`config.mk`:
```
export PLATFORM = sky130hd
export DESIGN_NAME = array_mult_seq
export DESIGN_NICKNAME = d
export VERILOG_FILES = /design/src/rtl/array_mult_pkg.sv /design/src/rtl/mult_abs.sv /design/src/rtl/array_mult_seq.sv
export SDC_FILE = /design/constraint.sdc
export NUM_CORES = 1
export LEC_CHECK = 0
export BUFFER_PORTS_ARGS = -buffer_cell sky130_fd_sc_hd__buf_4
export CAP_MARGIN = 30
export CORE_UTILIZATION = 50
export DETAILED_ROUTE_END_ITERATION = 10
export PLACE_DENSITY = 0.7
export RECOVER_POWER = 25
export SKIP_CTS_REPAIR_TIMING = 1
export SYNTH_ARGS = -nofsm -noshare
export SYNTH_HDL_FRONTEND = slang
export SYNTH_SLANG_ARGS = --single-unit
```
`constraint.sdc`:
```
create_clock -name clk -period 3.1 [get_ports clk]
set_clock_uncertainty 0.2 [all_clocks]
set_input_delay 0.155 -clock clk [delete_from_list [all_inputs] [get_ports clk]]
set_output_delay 0.155 -clock clk [all_outputs]
set_load 0.02 [all_outputs]
```
`src/rtl/array_mult_pkg.sv`:
```
// Shared definitions for the sequential shift-add multiplier.
//   ST_IDLE/ST_RUN/ST_DONE : FSM state encoding
//   state_t                : FSM state type built on that encoding
//   mult_width(w)          : product width for a w-bit operand pair
//   cnt_width(w)           : iteration counter width for w iterations
package array_mult_pkg;

  localparam logic [1:0] ST_IDLE = 2'd0;
  localparam logic [1:0] ST_RUN  = 2'd1;
  localparam logic [1:0] ST_DONE = 2'd2;

  typedef enum logic [1:0] {
    IDLE = ST_IDLE,
    RUN  = ST_RUN,
    DONE = ST_DONE
  } state_t;

  function automatic int mult_width(input int width);
    return 2 * width;
  endfunction

  // Counter only has to hold 0..width-1; at least one bit.
  function automatic int cnt_width(input int width);
    return (width <= 2) ? 1 : $clog2(width);
  endfunction

endpackage

```
`src/rtl/mult_abs.sv`:
```
// Conditional two's-complement negate.
//   value  : W-bit input
//   neg    : 1 = return -value, 0 = pass value through
//   result : W-bit output
// Used to turn a signed operand into its unsigned magnitude; the most
// negative input maps onto 2^(W-1), which is still representable unsigned.
module mult_abs #(
  parameter int W = 4
) (
  input  logic [W-1:0] value,
  input  logic         neg,
  output logic [W-1:0] result
);

  assign result = neg ? -value : value;

endmodule

```
`src/rtl/array_mult_seq.sv`:
```
// Sequential radix-2 shift-add multiplier, WIDTH iterations per product.
//   clk, rst              : clock, synchronous active-high reset
//   in_valid / in_ready   : operand handshake (m, q, signed_mode)
//   out_valid / out_ready : product handshake (p)
//   p                     : 2*WIDTH product, held until the next completion
// Signed operands are multiplied as magnitudes and the sign is re-applied
// to the final product, so the datapath itself is purely unsigned.
module array_mult_seq
  import array_mult_pkg::*;
#(
  parameter int WIDTH     = 4,
  parameter bit SIGNED_EN = 1'b1
) (
  input  logic                          clk,
  input  logic                          rst,
  input  logic                          in_valid,
  output logic                          in_ready,
  input  logic [WIDTH-1:0]              m,
  input  logic [WIDTH-1:0]              q,
  input  logic                          signed_mode,
  output logic                          out_valid,
  input  logic                          out_ready,
  output logic [mult_width(WIDTH)-1:0]  p
);

  localparam int PW = mult_width(WIDTH);
  localparam int CW = cnt_width(WIDTH);

  state_t          state;
  logic [PW-1:0]   acc;
  logic [WIDTH-1:0] mag_m;
  logic [WIDTH-1:0] mag_q;
  logic [CW-1:0]   cnt;
  logic            neg;

  logic             is_signed;
  logic [WIDTH-1:0] abs_m;
  logic [WIDTH-1:0] abs_q;

  assign is_signed = SIGNED_EN && signed_mode;

  mult_abs #(.W(WIDTH)) u_abs_m (
    .value  (m),
    .neg    (is_signed & m[WIDTH-1]),
    .result (abs_m)
  );

  mult_abs #(.W(WIDTH)) u_abs_q (
    .value  (q),
    .neg    (is_signed & q[WIDTH-1]),
    .result (abs_q)
  );

  // One iteration: add into the upper half with a carry bit, then shift the
  // whole accumulator right so the carry lands in the top bit.
  logic [WIDTH:0]  sum;
  logic [PW-1:0]   acc_next;
  logic [PW-1:0]   prod;

  always_comb begin
    sum      = {1'b0, acc[PW-1:WIDTH]} + (mag_q[0] ? {1'b0, mag_m} : '0);
    acc_next = {sum, acc[WIDTH-1:1]};
    // -(0) is 0, so a signed zero result never becomes negative zero.
    prod     = neg ? -acc_next : acc_next;
  end

  always_ff @(posedge clk) begin
    if (rst) begin
      state     <= IDLE;
      in_ready  <= 1'b1;
      out_valid <= 1'b0;
      p         <= '0;
      acc       <= '0;
      mag_m     <= '0;
      mag_q     <= '0;
      cnt       <= '0;
      neg       <= 1'b0;
    end else begin
      case (state)
        IDLE: begin
          if (in_valid && in_ready) begin
            mag_m    <= abs_m;
            mag_q    <= abs_q;
            neg      <= is_signed && (m[WIDTH-1] ^ q[WIDTH-1]);
            acc      <= '0;
            cnt      <= '0;
            in_ready <= 1'b0;
            state    <= RUN;
          end
        end
        RUN: begin
          acc   <= acc_next;
          mag_q <= mag_q >> 1;
          cnt   <= cnt + CW'(1);
          // Last iteration: latch the finished product straight from the
          // combinational result so it is ready exactly WIDTH edges after accept.
          if (cnt == CW'(WIDTH - 1)) begin
            p         <= prod;
            out_valid <= 1'b1;
            state     <= DONE;
          end
        end
        DONE: begin
          if (out_ready) begin
            out_valid <= 1'b0;
            in_ready  <= 1'b1;
            state     <= IDLE;
          end
        end
        default: begin
          state     <= IDLE;
          in_ready  <= 1'b1;
          out_valid <= 1'b0;
        end
      endcase
    end
  end

endmodule
```
==> flow_summary.toml <==
[clock_network]
cts.sinks = 30
clock_latency_ns = 0.34
clockBufferDepth = 2
numCtsBuffers = 5
htreeDepth = 2
path_clk_slew_ns = 0.10
cts-root-buf = "clkbuf_4"
cts_tree = "built"

[power_and_ir_drop]
clockPowerShare_pct = 37.9
internal-power_uw = 615
p_per_area_nw_per_um2 = 446
p_leak_nw = 0.756
power_uw = 830
p_sw_share_pct = 25.9
peakVddDrop_v = 0.000343
seqPwrFrac_pct = 49.2
power_switching_uw = 215
comb_power_share_pct = 13.0

[sta]
finalMaxSlewViolations = 0
finalHoldViolCount = 0
final.setup.worst_slack_ns = 0.708
period_needed_ns = 2.39
finalSetupViolCount = 0
period_share_pct = 77.2
fmax_mhz = 418
relSlewSlack_pct = 68.4
holdWs_ns = 0.0455
worstMarginPinSlew_ns = 0.473
rsz0062_at_grt = "false"
tns_ns = 0

[drt]
post_drt_via_cell_ratio = 5.58
first_pass_iters = 4
vias = 1412
antenna_left = 0
routed_wl_um = 3360
drc = 0
routedWlPerCell_um = 13.3
initialDrtViolationCount = 41

[synthesis]
syn_inst = 188
synth.ff_latch_count = 30
async_reset_ff_share_pct = 0
synth.yosys.seq_area_share_pct = 39.2
ys.flop_type = "dfxtp_1"
synth_edf_count = 0
syn-cell-area_um2 = 1530
syn_nets = 210
yosysUniqueCellTypes = 35
avgSynthCellArea_um2 = 8.15
yosysWarnings = 0

[placement]
place_area_um2 = 1690
io_buffers = 22
placed_cells = 233
dpl.hpwl_um = 2230
dpl_worst_slack_ns = 0.725
place.gp.congestion = 0.804

[layout]
final_common_cell = "dfxtp_1"
diodes = 0
area_growth_pct = 21.5
finish.instance_area_um2 = 1860
drive_above_1_share_pct = 12.2
utilization_pct = 65.8
finalNonFillerCells = 253
fill_cells = 248
mostFrequentLayoutCells = "dfxtp_1 (30), nand2_1 (26), a21oi_1 (24), nor2_1 (22), buf_4 (14)"
fin_nets = 243

[floorplan]
boundaryPins = 23
fp-row-count = 19
start_util_pct = 54.2
dieArea_um2 = 3290
dieHeight_um = 57.4
core-area_um2 = 2830
die_x_um = 57.4

[setup_path]
critPathRequiredTime_ns = 3.17
worstPathArrival_ns = 2.46
worstSetupEndpointType = "flip-flop"
cp_max_fo = 5
worstSetupPathType = "reg2reg"
reg2reg_slack_ns = 0.71
critical_path.startpoint_type = "flip-flop"

[global_route]
grt_start_max_net_pins = 31
antenna_found_initial = 0
grt_pass1_wl_um = 5290
grt_pass1_vias = 1263
overflow = 0
track_usage_pct = 21.3

[run]
maxCapViolCount = 0

[run_status]
outcome = "finished, final reports clean"

[worst_hold_path]
hp-class = "in2reg"
## Yosys cell counts, drive strengths merged (4+ instances only)
cell    instances  area share, %
a211oi          6            2.9
a21oi          24            7.8
and2            5            2.0
clkbuf          8            2.6
dfxtp          30             39
ha              8            6.5
inv             6            1.5
nand2          26            6.4
nand3          13            4.2
nor2           22            5.4
o31ai           4            2.0
xnor2           4            2.3
xor2            6            3.4
## layer usage
layer / track usage (%) / wire length (um) / vias to the layer above
met4: 13.6 / 105 / 0
met3: 6.35 / 181 / 10
li1: - / - / 715
met2: 35.2 / 1660 / 38
met5: 0 / 0 / -
met1: 23.9 / 1420 / 649
## sequential cells by signal, summed over array words and instances (netlist names)
| name | flops |
|---|---|
| mag_m | 4 |
| acc | 7 |
| state | 2 |
| cnt | 2 |
| mag_q | 4 |
| neg | 1 |
| p | 8 |
| out_valid | 1 |
| in_ready | 1 |
## logic make-up (layout without fill, tap and decap cells)
kind of cell | Yosys count | after routing | synth area share (%)
xor gates and xnor gates | 10 | 10 | 5.71
buffers and inverters | 15 | 49 | 4.82
adders and majority gates | 9 | 9 | 7.84
AOI/OAI and AO/OA | 44 | 44 | 17.6
and+or+nand+nor | 78 | 78 | 23.6
DFF | 30 | 30 | 39.2
muxes | 2 | 2 | 1.31
## path summary, 6_finish.rpt
path / cells past startpoint / startpoint / endpoint
worst max-delay path: 8 / mag_q[0] / p[7]
worst min-delay path: 4 / in_valid / in_ready
worst max register to register: 8 / mag_q[0] / p[7]
worst min register to register: 2 / mag_m[0] / mag_m[0]
## layout make-up
cell class	count	area (um2)	share of cell area, %
Timing Repair Buffer	35	259	13.9
Tap cell	31	38.8	2.08
Sequential cell	30	601	32.3
Inverter	6	22.5	1.21
Multi-Input combinational cell	143	858	46.1
Clock buffer	5	37.5	2.02
Clock inverter	3	45.0	2.42
## critical path, stage by stage, from the launching register on
cell and delay, ns:
dfxtp_1 0.35, and2_1 0.14, ha_1 0.20, fa_1 0.41, xor2_1 0.22, or3_1 0.41, nor3_2 0.14, mux2i_1 0.10
a31oi_1 0.16
## power by group through the flow
stage / clock [mW] / combinational, mW / sequential, mW
floorplan: 0 / 0.0636 / 0.416
global placement: 0 / 0.0899 / 0.416
detailed placement: 0 / 0.0929 / 0.417
CTS: 0.325 / 0.0935 / 0.408
global route: 0.340 / 0.120 / 0.410
finish: 0.314 / 0.108 / 0.408
Power figures use the tool's default switching activity.
